<file path="src/rtl/hub75_pkg.sv">
// Shared HUB75 frame-buffer definitions: row-loader FSM states and the default
// panel geometry used to split a display line index into bank and row.
package hub75_pkg;

  typedef enum logic {
    ST_FILL = 1'b0,
    ST_WAIT = 1'b1
  } row_state_t;

  localparam int DEF_N_BANKS  = 2;
  localparam int DEF_N_ROWS   = 32;
  localparam int DEF_N_COLS   = 64;
  localparam int DEF_BITDEPTH = 24;

  // Line index = {bank, row}; bank occupies the upper bits.
  localparam int DEF_LOG_N_BANKS = $clog2(DEF_N_BANKS);
  localparam int DEF_LOG_N_ROWS  = $clog2(DEF_N_ROWS);
  localparam int DEF_LOG_N_COLS  = $clog2(DEF_N_COLS);
  localparam int DEF_LINE_BITS   = DEF_LOG_N_BANKS + DEF_LOG_N_ROWS;

endpackage

</file>
<file path="src/rtl/hub75_fb_row_loader.sv">
// Raster pixel stream -> write-in line buffer feeder with row swap/store handover.
// Optional SOF resync enabled by defining HUB75_ROW_LOADER_SOF_RESYNC_EN.
module hub75_fb_row_loader
  import hub75_pkg::*;
#(
  parameter int N_BANKS     = DEF_N_BANKS,
  parameter int N_ROWS      = DEF_N_ROWS,
  parameter int N_COLS      = DEF_N_COLS,
  parameter int BITDEPTH    = DEF_BITDEPTH,
  parameter int LOG_N_BANKS = $clog2(N_BANKS),
  parameter int LOG_N_ROWS  = $clog2(N_ROWS),
  parameter int LOG_N_COLS  = $clog2(N_COLS)
) (
  input  logic                   clk,
  input  logic                   rst,
  input  logic [BITDEPTH-1:0]    in_data,
  input  logic                   in_sof,
  input  logic                   in_valid,
  output logic                   in_ready,
  output logic [LOG_N_BANKS-1:0] wr_bank_addr,
  output logic [LOG_N_ROWS-1:0]  wr_row_addr,
  output logic                   wr_row_store,
  input  logic                   wr_row_rdy,
  output logic                   wr_row_swap,
  output logic [BITDEPTH-1:0]    wr_data,
  output logic [LOG_N_COLS-1:0]  wr_col_addr,
  output logic                   wr_en,
  output logic                   frame_done,
  output logic                   sync_err
);

  localparam int LINE_BITS = LOG_N_BANKS + LOG_N_ROWS;

  row_state_t            state;
  logic [LOG_N_COLS-1:0] col;
  logic [LINE_BITS-1:0]  line;

  logic accept;
  logic last_col;
  logic commit;
  logic resync;

  assign in_ready = (state == ST_FILL);
  assign accept   = in_valid & in_ready;
  assign last_col = (col == LOG_N_COLS'(N_COLS - 1));
  // Handover only happens when write-in is idle, so the half we refill next is free.
  assign commit   = (state == ST_WAIT) & wr_row_rdy;

`ifdef HUB75_ROW_LOADER_SOF_RESYNC_EN
  assign resync = accept & in_sof & ((col != '0) | (line != '0));
`else
  logic unused_sof;
  assign unused_sof = in_sof;
  assign resync     = 1'b0;
`endif

  assign wr_data      = in_data;
  assign wr_en        = accept;
  assign wr_col_addr  = resync ? '0 : col;
  assign wr_bank_addr = line[LINE_BITS-1 -: LOG_N_BANKS];
  assign wr_row_addr  = line[LOG_N_ROWS-1:0];
  assign wr_row_store = commit;
  assign wr_row_swap  = commit;
  assign frame_done   = commit & (line == LINE_BITS'(N_BANKS * N_ROWS - 1));
  assign sync_err     = resync;

  // Row FSM with column and line counters.
  always_ff @(posedge clk or posedge rst) begin
    if (rst) begin
      state <= ST_FILL;
      col   <= '0;
      line  <= '0;
    end else begin
      case (state)
        ST_FILL: begin
          if (resync) begin
            // Resync pixel lands at column 0 of line 0; partial row is dropped.
            col  <= LOG_N_COLS'(1);
            line <= '0;
          end else if (accept) begin
            col <= col + LOG_N_COLS'(1);
            if (last_col) begin
              state <= ST_WAIT;
            end
          end
        end
        ST_WAIT: begin
          if (wr_row_rdy) begin
            line  <= line + LINE_BITS'(1);
            state <= ST_FILL;
          end
        end
        default: begin
          state <= ST_FILL;
        end
      endcase
    end
  end

endmodule

</file>
<file path="config.mk">
export PLATFORM = sky130hd
export DESIGN_NAME = hub75_fb_row_loader
export DESIGN_NICKNAME = d
export VERILOG_FILES = /design/src/rtl/hub75_pkg.sv /design/src/rtl/hub75_fb_row_loader.sv
export SDC_FILE = /design/constraint.sdc
export NUM_CORES = 1
export LEC_CHECK = 0
export CORE_MARGIN = 2
export CORE_UTILIZATION = 33
export CTS_CLUSTER_SIZE = 14
export DETAILED_ROUTE_END_ITERATION = 12
export GPL_TIMING_DRIVEN = 0
export MAX_ROUTING_LAYER = met4
export PLACE_DENSITY = 0.85
export SETUP_SLACK_MARGIN = 0.2
export SYNTH_ARGS = -nofsm -noshare
export SYNTH_HDL_FRONTEND = slang
export SYNTH_SLANG_ARGS = --single-unit
</file>
<file path="constraint.sdc">
create_clock -name clk -period 2.65 [get_ports clk]
set_input_delay 0.53 -clock clk [delete_from_list [all_inputs] [get_ports clk]]
set_output_delay 0.53 -clock clk [all_outputs]
set_load 0.1 [all_outputs]
</file>
# Word-level counts from Yosys, hierarchy flattened
# Index checks and enable logic that the tools add are counted.
[op_classes]
mux = 6
add_sub_neg = 2
eq_ne = 3
n_reduce_logical = 2
bitwise = 4
[op_table]
columns = ["op", "count"]
rows = [
  ["$add 6x1->6 const B", 2],
  ["$eq 6x6->1 const B", 2],
  ["$mux 6", 2],
  ["$reduce_and 2->1", 2],
  ["$and 1x1->1", 3],
  ["$mux 1", 3],
  ["$ne 2x2->1 const B", 1],
  ["$pmux 1 s2", 1],
  ["$not 1->1", 1],
]
[totals]
regBits = 13
in_bits = 29
elab_cells = 20

# Longest topological paths before layout
# Gate-level depths: netlist (run 1).
[depth]
word_depth = 4
ltp_mapped = 4
ltp_nobuf = 4

# Worst setup path after synthesis (run 1)
# OpenSTA, ideal clock, no wires.
[synth_timing]
path_kind = "reg2out"
startpoint = "register line[0]"
endpoint = "output port frame_done"
stages_incl_launch_ff = 4
t_required_ns = 2.120
n_path_buf = 0
arrival_ns = 3.429
setup_slack_ns = -1.309
cell_sequence = "dfrtp_1 ha_1 nand3_1 nor3_1"
[synth_between]
elab_chain_len = 2
[synth_rtl]
columns = ["element", "line_no", "rtl"]
rows = [
  ["start: declaration", "hub75_fb_row_loader.sv:36", "logic [LINE_BITS-1:0] line;"],
  ["start signal: assignment", "hub75_fb_row_loader.sv:89", "line <= line + LINE_BITS'(1);"],
  ["$eq 6x6->1", "hub75_fb_row_loader.sv:64", "assign frame_done = commit & (line == LINE_BITS'(N_BANKS * N_ROWS - 1));"],
  ["$and 1x1->1", "hub75_fb_row_loader.sv:64", ""],
  ["end: declaration", "hub75_fb_row_loader.sv:28", "output logic frame_done,"],
]
# Every way passes these cells.

# Worst setup path after layout (run 1)
[layout_timing]
startpoint = "register line[1]"
endpoint = "output port wr_row_addr[1]"
[layout_rtl]
columns = ["element", "line_no", "rtl"]
rows = [
  ["end: declaration", "hub75_fb_row_loader.sv:21", "output logic [LOG_N_ROWS-1:0] wr_row_addr,"],
]
# No word-level cell between the ends.

==> metrics.txt, run 1 <==
# TYPE chip_impl_metric gauge
chip_impl_metric{name="synth_seq_cells",unit=""} 13
chip_impl_metric{name="synthesis_warning_total",unit=""} 0
chip_impl_metric{name="globalRouteTotalUtil",unit="%"} 12.3
chip_impl_metric{name="cts.clk_slew.worst_paths",unit="ps"} 80
chip_impl_metric{name="grt_first_pass_wirelength",unit="µm"} 2410
chip_impl_metric{name="drt_iter0_drcs",unit=""} 4
chip_impl_metric{name="max-slew-margin-rel",unit="%"} 34.4
chip_impl_metric{name="place.gp.congestion",unit=""} 0.729
chip_impl_info{name="timing.critical_path.from_type",value="register"} 1
chip_impl_info{name="critical_path.reg2reg.startpoint",value="line[2]$_DFFE_PP0P_"} 1
chip_impl_metric{name="num-nets-final",unit=""} 155
chip_impl_metric{name="static_leakage",unit="nW"} 0.610
chip_impl_info{name="crit_path_cell_trace",value="clkdlybuf4s50_1"} 1
chip_impl_metric{name="share_of_synthesized_cell_area_in_and_or_nand_and_nor_gates",unit="%"} 12.0
chip_impl_info{name="r2r-end",value="line[5]$_DFFE_PP0P_"} 1
chip_impl_metric{name="synthesis.instances",unit=""} 75
chip_impl_info{name="post-synth-top-area-cell",value="sky130_fd_sc_hd__dfrtp_1"} 1
chip_impl_info{name="netlist_top_cells_area",value="sky130_fd_sc_hd__dfrtp_1, sky130_fd_sc_hd__buf_4, sky130_fd_sc_hd__xnor2_1, sky130_fd_sc_hd__nand4_1, sky130_fd_sc_hd__ha_1"} 1
chip_impl_metric{name="syn_avg_cell_area",unit="µm²"} 10.4
chip_impl_info{name="post_synth_most_frequent_cells",value="sky130_fd_sc_hd__buf_4, sky130_fd_sc_hd__dfrtp_1, sky130_fd_sc_hd__xnor2_1, sky130_fd_sc_hd__nand4_1"} 1
chip_impl_metric{name="cp_data_required_time",unit="ps"} 2120
chip_impl_metric{name="report.power.total",unit="mW"} 1.23
chip_impl_metric{name="number_of_stages_on_the_worst_setup_path",unit=""} 1
chip_impl_metric{name="synthMuxAreaShare",unit="%"} 2.88
chip_impl_info{name="synth_top_family_by_area",value="buffers and inverters"} 1
chip_impl_metric{name="xor_xnor_share_of_the_synthesized_area",unit="%"} 12.2
chip_impl_metric{name="share_of_flip_flops_with_an_asynchronous_set_or_reset_after_synthesis",unit="%"} 100
chip_impl_metric{name="period_minus_slack",unit="ps"} 2390
chip_impl_info{name="timing.critical_path.to_type",value="output port"} 1
chip_impl_metric{name="synth-compound-area-share",unit="%"} 0.640
chip_impl_metric{name="maxClockFrequency",unit="MHz"} 419
chip_impl_metric{name="synth_edf_count",unit=""} 0
chip_impl_metric{name="vdd.ir_drop.worst",unit="V"} 0.00104
chip_impl_metric{name="post_synth_fa_ha_maj_area_fraction",unit="%"} 3.20
chip_impl_metric{name="full_die_area",unit="mm²"} 0.00278
chip_impl_metric{name="synth.net_count",unit=""} 106
chip_impl_info{name="rsz0062_at_grt",value="no"} 1
chip_impl_metric{name="routed_via_density",unit=""} 4.42
chip_impl_info{name="critPathCapture",value="wr_row_addr[1]"} 1
chip_impl_metric{name="total_number_of_placement_rows",unit=""} 17
chip_impl_metric{name="cp_num_buf_inv",unit=""} 1
chip_impl_metric{name="ff_latch_area",unit="µm²"} 338
chip_impl_metric{name="route.detailed.drc",unit=""} 0
chip_impl_metric{name="antenna_found_initial",unit=""} 0
chip_impl_metric{name="final-instance-count-excl-fill",unit=""} 151
chip_impl_metric{name="min_period_over_period",unit="%"} 90.1
chip_impl_metric{name="area.growth.synth_to_final",unit="%"} 66.4
chip_impl_metric{name="finalMaxSlewViolations",unit=""} 0
chip_impl_metric{name="gr-total-overflow",unit=""} 0
chip_impl_metric{name="port-buffer-count",unit=""} 44
chip_impl_metric{name="critPathArrivalTime",unit="ps"} 1860
chip_impl_metric{name="finalSetupViolCount",unit=""} 0
chip_impl_info{name="cts_tree",value="built"} 1
chip_impl_info{name="result_of_the_run",value="finished, final reports clean"} 1
chip_impl_metric{name="dpl.hpwl",unit="µm"} 1330
chip_impl_metric{name="hold_buffers",unit=""} 0
chip_impl_metric{name="wirelength",unit="µm"} 1630
chip_impl_metric{name="tightest_slew",unit="ps"} 982
chip_impl_metric{name="cts-buffers-inserted",unit=""} 3
chip_impl_info{name="critical-path-top-delay-family",value="buffers and inverters"} 1
chip_impl_metric{name="crit_fanout",unit=""} 5
chip_impl_metric{name="synth.yosys.seq_area_share",unit="%"} 41.6
chip_impl_metric{name="numPlacedInstances",unit=""} 147
chip_impl_info{name="synth_ff_type",value="sky130_fd_sc_hd__dfrtp_1"} 1
chip_impl_metric{name="clock_tree.htree_level_count",unit=""} 1
chip_impl_metric{name="grt_start_max_net_pins",unit=""} 14
chip_impl_info{name="criticalPathCategory",value="reg2out"} 1
chip_impl_info{name="worst_hold_path_type",value="reg2reg"} 1
chip_impl_metric{name="die_height",unit="µm"} 52.7
chip_impl_metric{name="yosys.cell_types.count",unit=""} 20
chip_impl_metric{name="num_io_pins",unit=""} 71
chip_impl_metric{name="final_antenna_net_count",unit=""} 0
chip_impl_metric{name="max_cap_viol_count",unit=""} 0
chip_impl_metric{name="drt_first_pass_iters",unit=""} 3
chip_impl_metric{name="floorplan.initialDensity",unit="%"} 35.0
chip_impl_info{name="crit_path_top_delay_cell",value="sky130_fd_sc_hd__clkdlybuf4s50_1"} 1
chip_impl_metric{name="reg2reg_depth",unit=""} 3
chip_impl_metric{name="finalHoldViolCount",unit=""} 0
chip_impl_metric{name="power.density",unit="mW/mm²"} 942
chip_impl_metric{name="worst_skew_pair.late_latency",unit="ps"} 270
chip_impl_info{name="crit_start",value="line[1]$_DFFE_PP0P_"} 1
chip_impl_metric{name="antennaDiodeCount",unit=""} 0
chip_impl_metric{name="cts.repair_timing.setup_buffer_count",unit=""} 0
chip_impl_metric{name="routedWlPerCell",unit="µm"} 10.8
chip_impl_info{name="clock_tree.root_cell",value="sky130_fd_sc_hd__clkbuf_4"} 1
chip_impl_metric{name="clock_sinks",unit=""} 13
chip_impl_metric{name="fin_worst_skew",unit="ps"} 2.06
chip_impl_metric{name="drive_above_1_share",unit="%"} 36.6
chip_impl_metric{name="floorplan.core_area",unit="mm²"} 0.00223
chip_impl_metric{name="ctsLongestPathBuffers",unit=""} 2
chip_impl_metric{name="netlist.area_leader.share",unit="%"} 41.6
chip_impl_metric{name="max_stage_delay",unit="ps"} 1140
chip_impl_metric{name="mappedNetlistArea",unit="µm²"} 782
chip_impl_metric{name="chipWidth",unit="µm"} 52.7
chip_impl_metric{name="grt_pass1_vias",unit=""} 586
chip_impl_metric{name="nFillCells",unit=""} 198
chip_impl_metric{name="vias",unit=""} 667
chip_impl_metric{name="worst_case_register_to_register_setup_slack",unit="ps"} 1480
chip_impl_info{name="synth.most_common_cell",value="sky130_fd_sc_hd__buf_4"} 1
chip_impl_metric{name="area_occupied_by_multi_input_gates",unit="µm²"} 256
[sequential cells by signal (all words and copies together) (netlist names)]
| signal | count |
|---|---|
| state | 1 |
| line | 6 |
| wr_col_addr | 6 |
[kinds of logic (layout without fill, tap and decap cells)]
family,after synthesis,in the layout
AOI/OAI and AO/OA,1,1
other,1,1
buffers and inverters,30,78
adders and majority gates,2,2
xor gates and xnor gates,10,10
and+or+nand+nor,16,16
muxes,2,2
DFF,13,13
[where the power goes]
part	internal (mW)	switching [mW]	total [mW]
clock	0.0584	0.0621	0.121
combinational	0.190	0.603	0.793
sequential	0.251	0.0610	0.312
[worst min-delay path by stage]
stage,start,end,slack (ps),cells after the start
2_1_floorplan,rst,state$_DFF_PP0_,410,1
3_5_place_dp,wr_col_addr[4]$_DFFE_PP0P_,wr_col_addr[4]$_DFFE_PP0P_,480,1
4_1_cts,wr_col_addr[4]$_DFFE_PP0P_,wr_col_addr[4]$_DFFE_PP0P_,500,1
5_1_grt,line[5]$_DFFE_PP0P_,line[5]$_DFFE_PP0P_,510,1
6_report,wr_col_addr[5]$_DFFE_PP0P_,wr_col_addr[5]$_DFFE_PP0P_,500,1
3_3_place_gp,line[4]$_DFFE_PP0P_,line[4]$_DFFE_PP0P_,480,1
[routing by layer]
metal	up-vias	share of wire, %	global-route usage [%]
li1	311	-	-
met2	52	49	17.9
met5	-	0	-
met4	0	0	3.85
met3	0	13	6.00
met1	304	38	15.0
[layout make-up]
cell class              instances  area share (%)
repair buffers                 44            33.4
flip-flops and latches         13            26.0
multi-input cells              32            19.7
plain buffers                  27            15.4
well taps                      28            2.69
clock buffers                   4            2.02
inverters                       3           0.865
[layout by cell type, fill, tap and decap left out]
master / n
sky130_fd_sc_hd__dlymetal6s2s_1: 3
sky130_fd_sc_hd__clkdlybuf4s15_2: 1
sky130_fd_sc_hd__nand3_1: 2
sky130_fd_sc_hd__and3_1: 1
sky130_fd_sc_hd__o21ai_0: 1
sky130_fd_sc_hd__or3_4: 1
sky130_fd_sc_hd__dfrtp_2: 4
sky130_fd_sc_hd__dfrtp_1: 7
sky130_fd_sc_hd__buf_2: 4
sky130_fd_sc_hd__xnor2_2: 1
sky130_fd_sc_hd__nand2_2: 1
sky130_fd_sc_hd__inv_1: 3
sky130_fd_sc_hd__nand4_1: 6
sky130_fd_sc_hd__xnor2_1: 8
sky130_fd_sc_hd__clkbuf_1: 1
sky130_fd_sc_hd__xor2_1: 1
sky130_fd_sc_hd__buf_4: 26
sky130_fd_sc_hd__nand2_1: 3
sky130_fd_sc_hd__dfrtp_4: 2
sky130_fd_sc_hd__nor3_4: 1
sky130_fd_sc_hd__nor2b_1: 1
sky130_fd_sc_hd__mux2_1: 1
sky130_fd_sc_hd__clkdlybuf4s50_1: 37
sky130_fd_sc_hd__conb_1: 1
sky130_fd_sc_hd__mux2_2: 1
sky130_fd_sc_hd__clkbuf_4: 3
sky130_fd_sc_hd__ha_1: 2
[what timing repair did]
| action | in CTS | in global routing |
|---|---|---|
| gates resized for setup | 12 | 9 |
| setup endpoints to repair | 4 | 6 |
| cloned | 0 | 0 |
[stage by stage]
step / util (%) / setup slack [ps] / area, µm² / hold WS (ps) / TNS (ps)
5_1_grt: 58.3 / 196 / 1300 / 514 / 0
6_report: 58.3 / 262 / 1300 / 500 / 0
4_1_cts: 58.8 / 130 / 1310 / 503 / 0
3_5_place_dp: 57.4 / -445 / 1280 / 484 / -1410
2_1_floorplan: - / 299 / 806 / 407 / 0
3_3_place_gp: 57.4 / -443 / 1280 / 481 / -1400
Power figures use the tool's default switching activity.
==> run 2: changes to the inputs <==
SKIP_CTS_REPAIR_TIMING = 1   (was unset)
==> run 2 against run 1 <==
Clock skew about the same. Combinational power about the same. Clock-buffer cell count unchanged.
==> metrics.txt, run 2 (synthesis gave the netlist of run 1 again) <==
# TYPE chip_impl_metric gauge
chip_impl_metric{name="floorplan.core_area",unit="mm²"} 0.00223
chip_impl_info{name="result_of_the_run",value="finished, final reports clean"} 1
chip_impl_metric{name="finalSetupViolCount",unit=""} 0
chip_impl_metric{name="wl_met3",unit="µm"} 223
chip_impl_metric{name="static_leakage",unit="nW"} 0.609
chip_impl_metric{name="place.gp.congestion",unit=""} 0.729
chip_impl_metric{name="grt_first_pass_wirelength",unit="µm"} 2410
chip_impl_metric{name="met1Wirelength",unit="µm"} 614
chip_impl_info{name="criticalPathCategory",value="in2out"} 1
chip_impl_metric{name="worst_skew_pair.late_latency",unit="ps"} 270
chip_impl_metric{name="globalRouteTotalUtil",unit="%"} 12.3
chip_impl_metric{name="antennaDiodeCount",unit=""} 0
chip_impl_info{name="layout_common_cells",value="sky130_fd_sc_hd__clkdlybuf4s50_1, sky130_fd_sc_hd__buf_4, sky130_fd_sc_hd__xnor2_1"} 1
chip_impl_info{name="routed.top_layer",value="met3"} 1
chip_impl_metric{name="final_antenna_net_count",unit=""} 0
chip_impl_metric{name="power.density",unit="mW/mm²"} 947
chip_impl_metric{name="num-nets-final",unit=""} 155
chip_impl_metric{name="max_cap_viol_count",unit=""} 0
chip_impl_metric{name="dpl.hpwl",unit="µm"} 1330
chip_impl_metric{name="clock_sinks",unit=""} 13
chip_impl_metric{name="total_switching_power",unit="mW"} 0.726
chip_impl_metric{name="port-buffer-count",unit=""} 44
chip_impl_metric{name="period_minus_slack",unit="ps"} 2420
chip_impl_metric{name="routed_via_density",unit=""} 4.41
chip_impl_metric{name="ctsLongestPathBuffers",unit=""} 2
chip_impl_metric{name="grt_start_max_net_pins",unit=""} 14
chip_impl_metric{name="total_number_of_placement_rows",unit=""} 17
chip_impl_metric{name="clock_tree.htree_level_count",unit=""} 1
chip_impl_metric{name="full_die_area",unit="mm²"} 0.00278
chip_impl_metric{name="num_io_pins",unit=""} 71
chip_impl_metric{name="min_period_over_period",unit="%"} 91.2
chip_impl_metric{name="antenna_found_initial",unit=""} 0
chip_impl_metric{name="finalMaxSlewViolations",unit=""} 0
chip_impl_metric{name="maxClockFrequency",unit="MHz"} 414
chip_impl_metric{name="fin_worst_skew",unit="ps"} 2.14
chip_impl_metric{name="grt_pass1_vias",unit=""} 586
chip_impl_metric{name="drt_first_pass_iters",unit=""} 3
chip_impl_metric{name="area_of_placed_instances",unit="mm²"} 0.00128
chip_impl_metric{name="drt_iter0_drcs",unit=""} 4
chip_impl_metric{name="drive_above_1_share",unit="%"} 36.6
chip_impl_metric{name="wl_met2",unit="µm"} 792
chip_impl_metric{name="routedWlPerCell",unit="µm"} 10.8
chip_impl_info{name="timing.critical_path.from_type",value="primary input"} 1
chip_impl_metric{name="numPlacedInstances",unit=""} 147
chip_impl_info{name="critical_path.reg2reg.startpoint",value="line[2]$_DFFE_PP0P_"} 1
chip_impl_info{name="worst_hold_path_type",value="reg2reg"} 1
chip_impl_metric{name="tightest_slew",unit="ps"} 982
chip_impl_metric{name="design_internal_power",unit="mW"} 0.500
chip_impl_metric{name="final-instance-count-excl-fill",unit=""} 151
chip_impl_metric{name="finalHoldViolCount",unit=""} 0
chip_impl_metric{name="vias",unit=""} 666
chip_impl_info{name="holdCritStartpoint",value="wr_col_addr[5]$_DFFE_PP0P_"} 1
chip_impl_metric{name="cts-buffers-inserted",unit=""} 3
chip_impl_metric{name="cp_data_required_time",unit="ps"} 2120
chip_impl_metric{name="critPathArrivalTime",unit="ps"} 1890
chip_impl_metric{name="cts.clk_slew.worst_paths",unit="ps"} 70
chip_impl_metric{name="die_height",unit="µm"} 52.7
chip_impl_metric{name="max-slew-margin-rel",unit="%"} 34.4
chip_impl_info{name="cts_tree",value="built"} 1
chip_impl_info{name="mostFrequentLayoutCell",value="sky130_fd_sc_hd__clkdlybuf4s50_1"} 1
chip_impl_metric{name="vdd.ir_drop.worst",unit="V"} 0.00104
chip_impl_info{name="timing.critical_path.to_type",value="output port"} 1
chip_impl_info{name="rsz0062_at_grt",value="yes"} 1
chip_impl_metric{name="gr-total-overflow",unit=""} 0
chip_impl_info{name="crit_start",value="wr_row_rdy"} 1
chip_impl_metric{name="area.growth.synth_to_final",unit="%"} 65.6
chip_impl_metric{name="floorplan.initialDensity",unit="%"} 35.0
chip_impl_metric{name="pwr-share-clk",unit="%"} 9.8
chip_impl_metric{name="power.share.switching",unit="%"} 59.2
chip_impl_metric{name="route.detailed.drc",unit=""} 0
chip_impl_metric{name="chipWidth",unit="µm"} 52.7
chip_impl_metric{name="seqPwrFrac",unit="%"} 25.5
chip_impl_metric{name="wirelength",unit="µm"} 1630
chip_impl_info{name="clock_tree.root_cell",value="sky130_fd_sc_hd__clkbuf_4"} 1
chip_impl_metric{name="design_area",unit="mm²"} 0.00129
chip_impl_metric{name="combPwrFrac",unit="%"} 64.7
chip_impl_metric{name="crit_fanout",unit=""} 6
chip_impl_metric{name="worst_case_register_to_register_setup_slack",unit="ps"} 1480
[run 2: changes by cell type in the layout (fill, tap and decap cells not counted), sizes merged]
cell / delta
buf: -3
clkbuf: +4
clkdlybuf4s15: -1
[run 2: stage by stage]
step	power (mW)	setup TNS [ps]	setup WS [ps]	hold slack, ps	util, %
floorplan	0.940	0	299	407	-
global placement	1.10	-1400	-443	481	57.4
detailed placement	1.11	-1410	-445	484	57.4
CTS	1.24	-1440	-449	503	58.5
global route	1.28	0	181	514	58.0
finish	1.23	0	234	500	58.0
[run 2: path summary, 6_finish.rpt]
path / to / cells past startpoint
max: wr_row_swap / 5
min: wr_col_addr[5]$_DFFE_PP0P_ / 1
max reg2reg: line[5]$_DFFE_PP0P_ / 3
min reg2reg: wr_col_addr[5]$_DFFE_PP0P_ / 1
max in group asynchronous: line[1]$_DFFE_PP0P_ / 2
min in group asynchronous: line[0]$_DFFE_PP0P_ / 2
[run 2: layer usage]
layer / vias up / global-route usage (%)
met5: - / -
met4: 0 / 3.85
met3: 0 / 6.00
met2: 52 / 17.9
met1: 303 / 15.0
li1: 311 / -
[run 2: cell type report]
class | instances | area [µm²]
Fill cell | 193 | 938
Timing Repair Buffer | 44 | 428
Sequential cell | 13 | 338
Multi-Input combinational cell | 32 | 256
Buffer | 27 | 200
Tap cell | 28 | 35.0
Clock buffer | 4 | 26.3
Inverter | 3 | 11.3
[run 2: power by group through the flow]
stage	sequential [mW]	clock [mW]	combinational, mW
4_1_cts	0.312	0.127	0.798
2_1_floorplan	0.666	0	0.274
5_1_grt	0.323	0.138	0.822
3_3_place_gp	0.314	0	0.790
6_report	0.312	0.120	0.793
3_5_place_dp	0.314	0	0.796
[run 2: critical path: stages]
cell and delay [ps]:
sky130_fd_sc_hd__clkdlybuf4s50_1 490, sky130_fd_sc_hd__nand2_2 110, sky130_fd_sc_hd__inv_1 180, sky130_fd_sc_hd__buf_4 140, sky130_fd_sc_hd__clkbuf_2 440
==> run 3: changes to the inputs <==
CTS_CLUSTER_DIAMETER = 120   (was unset)
==> results of run 3 <==
The final DEF is identical to that of run 2; final timing and power are the same.
